**src/rtl/io_target_regs_if.sv**
```systemverilog
// Wishbone-classic bus bundle between the I/O bridge master port and a register target.
// The bridge side uses the master modport and the responder uses the slave modport.
interface io_target_regs_if;
  logic        s_cyc_i;
  logic        s_stb_i;
  logic        s_we_i;
  logic [3:0]  s_sel_i;
  logic [31:0] s_adr_i;
  logic [31:0] s_dat_i;
  logic        s_ack_o;
  logic [31:0] s_dat_o;

  modport slave (
    input  s_cyc_i, s_stb_i, s_we_i, s_sel_i, s_adr_i, s_dat_i,
    output s_ack_o, s_dat_o
  );

  modport master (
    output s_cyc_i, s_stb_i, s_we_i, s_sel_i, s_adr_i, s_dat_i,
    input  s_ack_o, s_dat_o
  );
endinterface

```
**src/rtl/io_target_regs.sv**
```systemverilog
// Wishbone-classic I/O responder for one 64 KB window: scratch registers, ID, access counter
// with compare interrupt. Programmable wait states; ack is held until the initiator drops strobe.
//
// state   | meaning
// ST_IDLE | waiting for a request that hits the window
// ST_WAIT | request latched, counting down wait states
// ST_ACK  | ack and read data held until strobe drops
module io_target_regs #(
  parameter logic [31:0] BASE_ADR    = 32'hFD0C_0000,
  parameter int          WAIT_STATES = 1,
  parameter logic [31:0] ID_VAL      = 32'h10C0_0001
) (
  input  logic             clk_i,
  input  logic             rst_i,
  io_target_regs_if.slave  bus,
  output logic             irq_o
);

  localparam logic [3:0] WS = 4'(WAIT_STATES);

  typedef enum logic [1:0] {ST_IDLE, ST_WAIT, ST_ACK} state_t;

  state_t      state, state_nx;
  logic        req, hit, latch, enter_ack, leave_ack, dec;
  logic        we_q;
  logic [3:0]  sel_q, wcnt;
  logic [13:0] off_q;
  logic [31:0] dat_q;
  logic        c_we;
  logic [3:0]  c_sel;
  logic [13:0] c_off;
  logic [31:0] c_dat, rdata;
  logic [31:0] scr [8];
  logic [31:0] acnt, cmp;
  logic        pend, en;
  logic        wr, wr_scr, wr_acnt, wr_irq, wr_cmp, cmp_hit;
  logic        unused_adr;

  assign req        = bus.s_cyc_i & bus.s_stb_i;
  assign hit        = bus.s_adr_i[31:16] == BASE_ADR[31:16];
  assign unused_adr = ^bus.s_adr_i[1:0];

  always_ff @(posedge clk_i or posedge rst_i) begin
    if (rst_i) state <= ST_IDLE;
    else       state <= state_nx;
  end

  always_comb begin
    state_nx  = state;
    latch     = 1'b0;
    enter_ack = 1'b0;
    leave_ack = 1'b0;
    dec       = 1'b0;
    case (state)
      ST_IDLE: if (req && hit) begin
        latch = 1'b1;
        if (WS == 4'd0) begin
          state_nx  = ST_ACK;
          enter_ack = 1'b1;
        end else begin
          state_nx = ST_WAIT;
        end
      end
      ST_WAIT: begin
        if (!req) begin
          state_nx = ST_IDLE;
        end else if (wcnt == 4'd1) begin
          state_nx  = ST_ACK;
          enter_ack = 1'b1;
        end else begin
          dec = 1'b1;
        end
      end
      ST_ACK: if (!bus.s_stb_i) begin
        state_nx  = ST_IDLE;
        leave_ack = 1'b1;
      end
      default: state_nx = ST_IDLE;
    endcase
  end

  // With zero wait states the commit happens on the latch edge, so take the live bus values.
  always_comb begin
    if (state == ST_IDLE) begin
      c_we  = bus.s_we_i;
      c_sel = bus.s_sel_i;
      c_off = bus.s_adr_i[15:2];
      c_dat = bus.s_dat_i;
    end else begin
      c_we  = we_q;
      c_sel = sel_q;
      c_off = off_q;
      c_dat = dat_q;
    end
  end

  assign wr      = enter_ack & c_we;
  assign wr_scr  = wr && (c_off < 14'd8);
  assign wr_acnt = wr && (c_off == 14'd9);
  assign wr_irq  = wr && (c_off == 14'd10);
  assign wr_cmp  = wr && (c_off == 14'd11);
  assign cmp_hit = enter_ack && !wr_acnt && (cmp != 32'd0) && (acnt + 32'd1 == cmp);

  always_comb begin
    rdata = 32'd0;
    if (c_off < 14'd8) rdata = scr[c_off[2:0]];
    else if (c_off == 14'd8)  rdata = ID_VAL;
    else if (c_off == 14'd9)  rdata = acnt;
    else if (c_off == 14'd10) rdata = {30'd0, en, pend};
    else if (c_off == 14'd11) rdata = cmp;
  end

  function automatic logic [31:0] merge(input logic [31:0] old, input logic [31:0] dat,
                                        input logic [3:0] sel);
    logic [31:0] v;
    v = old;
    for (int b = 0; b < 4; b++)
      if (sel[b]) v[8*b +: 8] = dat[8*b +: 8];
    return v;
  endfunction

  always_ff @(posedge clk_i or posedge rst_i) begin
    if (rst_i) begin
      we_q  <= 1'b0;
      sel_q <= 4'd0;
      off_q <= 14'd0;
      dat_q <= 32'd0;
      wcnt  <= 4'd0;
    end else if (latch) begin
      we_q  <= bus.s_we_i;
      sel_q <= bus.s_sel_i;
      off_q <= bus.s_adr_i[15:2];
      dat_q <= bus.s_dat_i;
      wcnt  <= WS;
    end else if (dec) begin
      wcnt <= wcnt - 4'd1;
    end
  end

  always_ff @(posedge clk_i or posedge rst_i) begin
    if (rst_i) begin
      bus.s_ack_o <= 1'b0;
      bus.s_dat_o <= 32'd0;
    end else if (enter_ack) begin
      bus.s_ack_o <= 1'b1;
      bus.s_dat_o <= c_we ? 32'd0 : rdata;
    end else if (leave_ack) begin
      bus.s_ack_o <= 1'b0;
      bus.s_dat_o <= 32'd0;
    end
  end

  always_ff @(posedge clk_i or posedge rst_i) begin
    if (rst_i) begin
      for (int i = 0; i < 8; i++) scr[i] <= 32'd0;
      acnt  <= 32'd0;
      cmp   <= 32'd0;
      pend  <= 1'b0;
      en    <= 1'b0;
      irq_o <= 1'b0;
    end else begin
      if (wr_scr) scr[c_off[2:0]] <= merge(scr[c_off[2:0]], c_dat, c_sel);
      if (wr_cmp) cmp <= merge(cmp, c_dat, c_sel);
      if (wr_acnt)        acnt <= 32'd0;
      else if (enter_ack) acnt <= acnt + 32'd1;
      // A compare hit beats a simultaneous write-1-to-clear.
      if (cmp_hit) pend <= 1'b1;
      else if (wr_irq && c_sel[0] && c_dat[0]) pend <= 1'b0;
      if (wr_irq && c_sel[0]) en <= c_dat[1];
      irq_o <= pend & en;
    end
  end

endmodule

```
**src/flat_wrapper.sv**
```systemverilog
// flat-port wrapper written by rule: the top's interface ports become plain ports
module io_target_regs_flat 
#(
  parameter logic [31:0] BASE_ADR    = 32'hFD0C_0000,
  parameter int          WAIT_STATES = 1,
  parameter logic [31:0] ID_VAL      = 32'h10C0_0001
)
  (clk_i, rst_i, irq_o, bus_s_cyc_i, bus_s_stb_i, bus_s_we_i, bus_s_sel_i, bus_s_adr_i, bus_s_dat_i, bus_s_ack_o, bus_s_dat_o);
  io_target_regs_if bus_i ();
  input  logic clk_i;
  input  logic rst_i;
  output logic irq_o;
  input wire logic [$bits(bus_i.s_cyc_i)-1:0] bus_s_cyc_i;
  input wire logic [$bits(bus_i.s_stb_i)-1:0] bus_s_stb_i;
  input wire logic [$bits(bus_i.s_we_i)-1:0] bus_s_we_i;
  input wire logic [$bits(bus_i.s_sel_i)-1:0] bus_s_sel_i;
  input wire logic [$bits(bus_i.s_adr_i)-1:0] bus_s_adr_i;
  input wire logic [$bits(bus_i.s_dat_i)-1:0] bus_s_dat_i;
  output wire logic [$bits(bus_i.s_ack_o)-1:0] bus_s_ack_o;
  output wire logic [$bits(bus_i.s_dat_o)-1:0] bus_s_dat_o;
  assign bus_i.s_cyc_i = bus_s_cyc_i;
  assign bus_i.s_stb_i = bus_s_stb_i;
  assign bus_i.s_we_i = bus_s_we_i;
  assign bus_i.s_sel_i = bus_s_sel_i;
  assign bus_i.s_adr_i = bus_s_adr_i;
  assign bus_i.s_dat_i = bus_s_dat_i;
  assign bus_s_ack_o = bus_i.s_ack_o;
  assign bus_s_dat_o = bus_i.s_dat_o;
  io_target_regs #(.BASE_ADR(BASE_ADR), .WAIT_STATES(WAIT_STATES), .ID_VAL(ID_VAL)) u_core (.clk_i(clk_i), .rst_i(rst_i), .bus(bus_i), .irq_o(irq_o));
endmodule
```
**config.mk**
```make
export PLATFORM = sky130hd
export DESIGN_NAME = io_target_regs_flat
export DESIGN_NICKNAME = d
export VERILOG_FILES = /design/src/rtl/io_target_regs_if.sv /design/src/rtl/io_target_regs.sv /design/src/flat_wrapper.sv
export SDC_FILE = /design/constraint.sdc
export NUM_CORES = 1
export LEC_CHECK = 0
export CORE_MARGIN = 1
export CORE_UTILIZATION = 60
export DETAILED_ROUTE_END_ITERATION = 8
export PLACE_DENSITY = 0.82
export SYNTH_ARGS = -nofsm -noshare
export SYNTH_HDL_FRONTEND = slang
export SYNTH_SLANG_ARGS = --single-unit
```
**constraint.sdc**
```tcl
create_clock -name clk_i -period 14.8 [get_ports clk_i]
set_clock_uncertainty 0.15 [all_clocks]
set_input_delay 1.48 -clock clk_i [delete_from_list [all_inputs] [get_ports clk_i]]
set_output_delay 1.48 -clock clk_i [all_outputs]
set_load 0.005 [all_outputs]
```
# == Yosys cells after proc, flatten, opt, wreduce, memory -nomap -nowiden ==
# Cells that the tools add are included.
# W data, S select, Z words.
# totals
ff_bits,413
output_inout_bits,34
# op_classes
n_reduce_logical,23
eq_ne,12
bitwise_logic,4
addsub,2
mux,49
order_cmp,3
# ops
op,n
$mux W32,14
$bwmux W256,1
$bmux W32 S3,1
$demux W32 S3,1
$mux W8,8
$eq A14 B4 Y1 const B,4
$add A32 B1 Y32 const B,1
$eq A32 B32 Y1,1
$reduce_bool A32 Y1,1
$eq A16 B16 Y1 const B,1
$mux W1,15
$lt A14 B4 Y1 const B,1
$mux W14,1
$mux W4,3
$logic_and A1 B1 Y1,11
$mux W2,4
$reduce_and A2 Y1,4
$reduce_bool A2 Y1,4
$pmux W2 S3,1
$eq A4 B1 Y1 const B,1
$ge A4 B4 Y1 const B,1
$lt A4 B1 Y1 const B,1
$not A3 Y4,1
$sub A4 B1 Y4 const B,1
other kinds (9),11

# == Logic depth before layout (Yosys ltp) ==
# logic_depth
ltp_word,11
depth_mapped,12
depth_no_buf,9

# == Worst setup path before layout ==
# OpenSTA, ideal clock, no wires.
# synth_path
kind,input to register
startpoint,input port bus_s_adr_i[3]
endpoint,register u_core.bus.s_dat_o[22]
arrival_ns,3.238
required_ns,14.528
slack_ns,11.290
stages,7
path_cell_list,mux2i_2 buf_4 buf_4 mux4_2 mux2i_1 nand3_1 a32o_1
# synth_via
elab_chain_cells,9
elab_cells_between_ends,17
cone_classes,order compare: 1; eq/ne: 4; mux: 11; bitwise: 1
# synth_lines
element,line_no,source
start: declaration,flat_wrapper.sv:17,input wire logic [$bits(bus_i.s_adr_i)-1:0] bus_s_adr_i;
$mux W14 (*),io_target_regs.sv:84,if (state == ST_IDLE) begin
$eq A14 B4 Y1,io_target_regs.sv:110,else if (c_off == 14'd11) rdata = cmp;
$mux W32,io_target_regs.sv:110,
$mux W32,io_target_regs.sv:109,"else if (c_off == 14'd10) rdata = {30'd0, en, pend};"
$mux W32,io_target_regs.sv:108,else if (c_off == 14'd9) rdata = acnt;
$mux W32,io_target_regs.sv:107,else if (c_off == 14'd8) rdata = ID_VAL;
$mux W32 (*),io_target_regs.sv:106,if (c_off < 14'd8) rdata = scr[c_off[2:0]];
$mux W32 (*),io_target_regs.sv:146,bus.s_dat_o <= c_we ? 32'd0 : rdata;
$mux W32 (*),io_target_regs.sv:144,end else if (enter_ack) begin
end signal: assignment,io_target_regs.sv:146,
end: declaration,io_target_regs_if.sv:15,"output s_ack_o, s_dat_o"
# Mark *: on every way between the ends. The rest lies on a longest branch, timed or not. The select of a mux whose other input is x is not followed.
# A chain may end at the register's enable or synchronous reset.

# == Worst setup path after layout ==
# layout_path
startpoint,input port bus_s_adr_i[10]
endpoint,register u_core.scr[102] in the netlist's numbering
# layout_via
elab_chain_cells,3
# layout_lines
element,line_no,source
$mux W14,io_target_regs.sv:84,
$lt A14 B4 Y1,io_target_regs.sv:98,assign wr_scr = wr && (c_off < 14'd8);
$logic_and A1 B1 Y1,io_target_regs.sv:98,
end signal: indexed assignment,io_target_regs.sv:162,"if (wr_scr) scr[c_off[2:0]] <= merge(scr[c_off[2:0]], c_dat, c_sel);"
end: declaration,io_target_regs.sv:33,logic [31:0] scr [8];
# No other way between the ends.

==> impl_results.md <==
- Async set-reset flop share out of synthesis: 1.00
- Global router's overall resource usage: 0.317
- Max-capacitance violation count: 0
- RSZ-0062 raised after global routing: false
- GPL Wtd Cong: approximately 0.93
- CP cell instances: clkdlybuf4s50_1, nor4_1, nand4_1, a21bo_2, and3b_1, nand3_2, buf_4, nand2_1, o21ai_0
- Pleak: 0.0100 uW
- Status: finished clean
- Commonest register cell after synthesis: dfrtp_1
- DRC viols: 0
- Post-Layout Cell Count: ~2,400
- Worst path bufs/invs: 2
- Top delay family on crit path: simple AND/OR/NAND/NOR gates
- EDFF count, synth: 0
- First-pass GRT wire length: 81,700 um
- Logic pwr share: 0.041
- Via density: 6.43
- Worst slew margin: 0.201
- Die area: around 33,000 um2
- Hold-fix buffers at CTS: 0
- H-Tree Depth: 2
- Switching share of power: 0.213
- Worst Path Required: around 15,000 ps
- Clock network power share: 0.483
- Hold EP: u_core.off_q[5]
- Final Hold Vio Count: 0
- Origin of the worst min-delay path: u_core.off_q[5]
- Worst r2r dst: u_core.scr[102]
- CP Capture Type: register
- Vias: 15,200
- Clock-pin slew on the worst setup and hold paths: about 60 ps
- Fillers: roughly 2,200
- ANT cells: 0
- Postcts setup bufs: 0
- Mapped Nets: 1,960
- Switching power: around 500 uW
- Max incr delay on CP: 550 ps
- Clock root buffer: clkbuf_16
- Cell count after synthesis: between 1,500 and 2,000
- Setup TNS: 0 ps
- Std-Cell Rows: 65
- Final setup violation count: 0
- PortBufs: 104
- WHS: 315 ps
- Yosys warns: 0
- Gr ovfl total: 0
- Sequential share of power: 0.476
- Dpl ws: 9770 ps
- Post-synth cell types: 59
- Crit share post-route: 0.303
- Hold WC Path Type: register to register
- Clk_lat worst skew: 540 ps
- Largest net degree at the start of global routing: 117
- Syn Area/Cell: approximately 10 um2
- Hold Crit Depth: 2
- Max FO, Critical Path: 34
- Vias in the first global route: around 15,000
- TritonCTS Sinks: 413
- Slew Limit Fails: 0
- Placed Cells: around 2,300
- # IOs: 107
- Finished Core Util: 0.699
- Post-cts gate resize count: 0
- Final min period: ~4500 ps
- CP max-delay cell: nand3_2
- Total wire length: approximately 51,000 um
- Crit path DAT: approximately 4800 ps
- Core ar.: roughly 32,000 um2
- CTS buffer count: 42
- DRT iter0 DRCs: between 1,500 and 2,000
- Register area share after synthesis: 0.533
- FF-to-FF path depth: 9
- WL per Instance: ~22 um
- Kind of critical path: input port to register
- Worst Max-Slew Pin Slew: between 1000 and 1500 ps
- Initial cell density of the core: 0.611
- Setup ws final: slightly above 10,000 ps
- Layout cells sized above 1: 0.111
- Seq cells post-synth: slightly above 400
- NumNets Final: approximately 2,000
- Initial antenna violation count: 0
- Die H: 182 um
- Number of buffers on the longest clock path: 3
- Post-DP HPWL: ~32,000 um
- DIE WIDTH: about 180 um
- DRT antenna net count: 0
- Synthesis-to-finish area growth: 14.3%
- Crit start category: input port
- Fmax: between 200 and 250 MHz
- CTS tree: done
- FF-to-FF setup slack: approximately 10,000 ps
- Max IR drop VDD: between 0.06 and 0.07 mV
- Mapped Area: 19,400 um2
- DRT Pass-1 Iters: 6
- Int Power: 1860 uW
- Power Density: between 100 and 150 nW/um2
- R2r startpoint: u_core.state[0]
-- cells in the mapped netlist, types with 5 or more instances --
master / number / share of area
nand2_1: 472 / 0.091
dfrtp_1: 413 / 0.53
o21ai_0: 364 / 0.094
clkbuf_1: 95 / 0.018
mux2i_1: 72 / 0.037
mux4_2: 64 / 0.074
xnor2_1: 38 / 0.017
mux2_2: 37 / 0.021
nor2_1: 35 / 0.0068
a22oi_1: 30 / 0.012
a22o_1: 28 / 0.013
nand3_1: 23 / 0.0059
nor4_1: 22 / 0.0071
buf_2: 21 / 0.0054
xor2_1: 17 / 0.0077
nand4_1: 14 / 0.0045
o31ai_1: 14 / 0.0054
inv_1: 11 / 0.0021
nor2b_1: 10 / 0.0032
nor3_1: 10 / 0.0026
a21oi_1: 9 / 0.0023
nand2b_1: 7 / 0.0023
o41ai_1: 7 / 0.0032
buf_1: 6 / 0.0012
and3_1: 5 / 0.0016
buf_4: 5 / 0.0019
-- power groups by stage --
| stage | Combinational [uW] | Clock (uW) | Sequential [uW] |
|---|---|---|---|
| after global placement | 94.4 | 0 | 1150 |
| after detailed placement | 96.0 | 0 | 1150 |
| after CTS | 96.9 | 1150 | 1130 |
| final | 96.7 | 1140 | 1130 |
| after global routing | 104 | 1200 | 1130 |
| after floorplan | 52.5 | 0 | 1150 |
-- layout by cell type, fill, tap and decap left out, types with 9 or more instances in the layout --
cell             instances
nand2_1                466
dfrtp_1                413
o21ai_0                364
clkdlybuf4s50_1        104
mux2i_1                 71
mux4_2                  64
clkbuf_16               43
xnor2_1                 38
mux2_2                  36
nor2_1                  35
a22oi_1                 30
a22o_1                  28
buf_4                   27
nor4_1                  22
nand3_1                 21
xor2_1                  17
nand4_1                 14
o31ai_1                 14
inv_1                   10
nor2b_1                  9
nor3_1                   9
a21oi_1                  9
clkbuf_8                 9
-- tightest hold or removal path, delay by kind of cell, from the launching register on --
family           cells  cell delay, ps
flip-flops           1             340
AND/OR/NAND/NOR      2             100
-- metal layers --
metal | global-route usage | up-vias | routed length [um]
li1 | - | 6723 | -
met1 | 0.427 | 7610 | 20700
met2 | 0.512 | 740 | 24700
met3 | 0.0664 | 131 | 4080
met4 | 0.114 | 0 | 1630
met5 | 0 | - | 0
-- metrics by stage --
step                power (uW)  cell area [um2]
detailed placement        1250            20700
finish                    2370            22200
floorplan                 1200            19400
global placement          1240            20700
global route              2430            22200
CTS                       2380            22200
-- flip-flops by register name, indices dropped and copies added, names as in the netlist --
register	count
u_core.acnt	32
u_core.bus.s_ack_o	1
u_core.bus.s_dat_o	32
u_core.cmp	32
u_core.dat_q	32
u_core.en	1
u_core.irq_o	1
u_core.off_q	14
u_core.pend	1
u_core.scr	256
u_core.sel_q	4
u_core.state	2
u_core.wcnt	4
u_core.we_q	1
-- kinds of logic after synthesis --
kind of cell | after synthesis | share of synthesized area
xor gates and xnor gates | 56 | 0.0261
buffers and inverters | 139 | 0.0293
muxes | 174 | 0.134
and+or+nand+nor | 629 | 0.139
adders and majority gates | 3 | 0.00194
DFF | 413 | 0.533
AOI/OAI and AO/OA | 470 | 0.137
-- cell type report --
class                      instances  area (um2)  share of cell area
sequential                       413       10300               0.466
clock buffer                      59        1230              0.0553
tap                              402         503              0.0227
multi-input combinational       1332        8540               0.385
clock inverter                    17         274              0.0124
inverter                          11        48.8             0.00220
timing repair buffer             131        1240              0.0561
-- worst max path at each step --
stage                            endpoint  cells past startpoint       startpoint
final                     u_core.scr[102]                      9  bus_s_adr_i[10]
after CTS                 u_core.scr[225]                      8   bus_s_adr_i[2]
after floorplan            u_core.acnt[0]                      1            rst_i
after detailed placement  u_core.scr[225]                      8   bus_s_adr_i[2]
after global placement     u_core.scr[33]                      8   bus_s_adr_i[2]
after global routing        u_core.scr[1]                      8   bus_s_adr_i[2]
No activity file was read; power rests on OpenSTA's default activity.
==> variant (same settings) <==
Make the reset (`rst_i`) synchronous in 4 clocked blocks.
--- a/src/rtl/io_target_regs.sv
+++ b/src/rtl/io_target_regs.sv
@@ -42,3 +42,3 @@
 
-  always_ff @(posedge clk_i or posedge rst_i) begin
+  always_ff @(posedge clk_i) begin
     if (rst_i) state <= ST_IDLE;
@@ -121,3 +121,3 @@
 
-  always_ff @(posedge clk_i or posedge rst_i) begin
+  always_ff @(posedge clk_i) begin
     if (rst_i) begin
@@ -139,3 +139,3 @@
 
-  always_ff @(posedge clk_i or posedge rst_i) begin
+  always_ff @(posedge clk_i) begin
     if (rst_i) begin
@@ -152,3 +152,3 @@
 
-  always_ff @(posedge clk_i or posedge rst_i) begin
+  always_ff @(posedge clk_i) begin
     if (rst_i) begin
Function: not settled (the Yosys comparison gave no result); the edit may change what the design does.
==> variant against the unedited design <==
  * Design area grew 4.0%
  * Setup slack lost 1100 ps
  * Maximum frequency shrank 20%
  * Wire length grew 13%
  * Sequential cell count is the same
  * Combinational power grew 76%
  * Sequential share of layout area grew 0.35 points
  * Die area grew 5.6%
  * Register-to-register slack lost 290 ps
  * Clock power shrank 11%
  * Synthesized area grew 5.7%
  * Total power grew 2.9%
  * Largest cell class unchanged
  * Highest routed layer unchanged
==> variant: results (changes against the unedited design) <==
Run status
  • Status: finished, final reports clean (unchanged)

Global route
  • Met2 usage: 54.2% (was 51.2%)
  • Vias in the first global route: 15,500 (was 15,200)
  • First-pass GRT wire length: 88,400 µm (was 81,700 µm)
  • GR Util met3: 6.60% (was 6.64%)
  • Largest net degree at the start of global routing: 81 (was 117)
  • GR Layer Usage met1: 42.3% (was 42.7%)
  • GRT Overall Usage: 32.8% (was 31.7%)

Worst setup path
  • Setup crit start: bus_s_adr_i[3] (was bus_s_adr_i[10])
  • R2R Setup Slk: 10,130 ps (was 10,420 ps)
  • Crit Path Max Fanout: 70 (was 34)
  • RR Startpoint: u_core.state[0] (unchanged)
  • CP arrival: 5670 ps (was 4750 ps)

Power and ir drop
  • Power in the clock group: 1.02 mW (was 1.14 mW)
  • Static Leakage: 7.84 nW (was 10.0 nW)
  • Worst vdd ir: 82.7 µV (was 67.7 µV)
  • Int Pwr: 1.88 mW (was 1.86 mW)
  • Reg power frac: 51.2% (was 47.6%)

Route
  • Wl on met1: 22,600 µm (was 20,700 µm)
  • Routed length per instance: 23.3 µm (was 21.6 µm)
  • Met2 WL: 27,500 µm (was 24,700 µm)
  • Highest Signal Layer: met4 (unchanged)
  • Vias per cell: 6.40 (was 6.43)
  • Met3 Routed Length: 5540 µm (was 4080 µm)
  • Iter 0 DRT Violations: 1,861 (was 1,545)

Placed design
  • Detailed placement HPWL: 35,200 µm (was 32,200 µm)
  • Placer Congestion: 0.958 (was 0.926)

Synthesis
  • Post-synthesis compound-gate area fraction: 12.7% (was 13.7%)
  • EDFF count, synth: 256 (was 0)
  • Synth top area share: 37.5% (was 53.3%)
  • Synth top cells by count: edfxtp_1 (256), nand2_1 (256), nor2b_1 (206), dfxtp_1 (157), nor2_1 (148) (was nand2_1 (472), dfrtp_1 (413), o21ai_0 (364), clkbuf_1 (95), mux2i_1 (72))
  • Post-Syn Nets: 2,055 (was 1,960)
  • Synth area leaders: edfxtp_1 (38%), dfxtp_1 (15%), nor2b_1 (6.3%) (was dfrtp_1 (53%), o21ai_0 (9.4%), nand2_1 (9.1%))
  • XOR/XNOR Fraction of Synth Area: 3.42% (was 2.61%)
  • Netlist cell types: 70 (was 59)
  • Post-synthesis mux area share: 5.25% (was 13.4%)
  • Async SR Flop Fraction: 0% (was 100%)
  • Post-synthesis sequential area ratio: 52.9% (was 53.3%)

Clocking
  • Clock latency on the worst-skew pair: 560 ps (was 540 ps)
  • Post-CTS Resized: 0 (unchanged)
  • Max clock buf depth: 3 (unchanged)
  • Cts bufs inserted: 43 (was 42)

STA
  • Slew HR: 12.1% (was 20.1%)

Hold path
  • Worst Min Path Start: u_core.bus.s_dat_o[22] (was u_core.off_q[5])
  • Hold Crit Class: reg -> reg (unchanged)

Cells and area
  • Diodes inserted: 0 (unchanged)
  • Share of cells above drive strength 1: 9.37% (was 11.1%)
  • Fill count: 2,409 (was 2,174)
  • Max reg flops: 256 (unchanged)
## variant: changes by cell type in the layout (fill, tap and decap cells not counted), sizes merged, moves of 57 or more
cell,unedited run,this run
and2,3,70
nand2,472,257
edfxtp,0,256
mux4,64,0
a211oi,1,68
nor2,36,151
nor2b,10,206
dfrtp,413,0
and3,5,62
dfxtp,0,157
o21ai,364,18
a21oi,9,112
## variant: cells by family (layout without fill, tap and decap cells)
family,Yosys count,in the layout
AO/OA/AOI/OAI,338,338
buffers and inverters,155,214
XOR/XNOR,80,80
multiplexers,103,103
AND/OR/NAND/NOR,887,887
adder cells (fa/ha/maj),3,3
flip-flops,413,413
## variant: worst max-delay path, cell delays in order
cell	delay, ps
clkdlybuf4s50_1	540
or3b_1	370
buf_4	330
nand2_4	650
buf_4	730
nand3_1	160
buf_4	340
nand2b_1	520
buf_4	480
## variant: cell type report
class,count,area [µm²],share of cell area (%)
flip-flops and latches,413,10800,47.0
multi-input cells,1411,9100,39.4
repair buffers,132,1250,5.41
clock buffers,59,1190,5.15
well taps,448,561,2.43
clock inverters,18,123,0.532
inverters,5,18.8,0.0814
## variant: worst paths after layout
kind / to / cells after the start
max: u_core.scr[6][5] / 9
min reg2reg: u_core.bus.s_dat_o[22] / 2
max reg2reg: u_core.scr[1][14] / 8
min: u_core.bus.s_dat_o[22] / 2
## variant: per-stage QoR
step	total power [mW]	setup WS (ps)	instances	instance area [µm²]	hold WS, ps
final	2.44	9170	2486	23100	317
after floorplan	1.37	10740	1979	20500	299
after global placement	1.43	8700	2409	21800	289
after CTS	2.44	9230	2486	23100	318
after detailed placement	1.44	8700	2409	21800	302
after global routing	2.49	9030	2486	23100	352
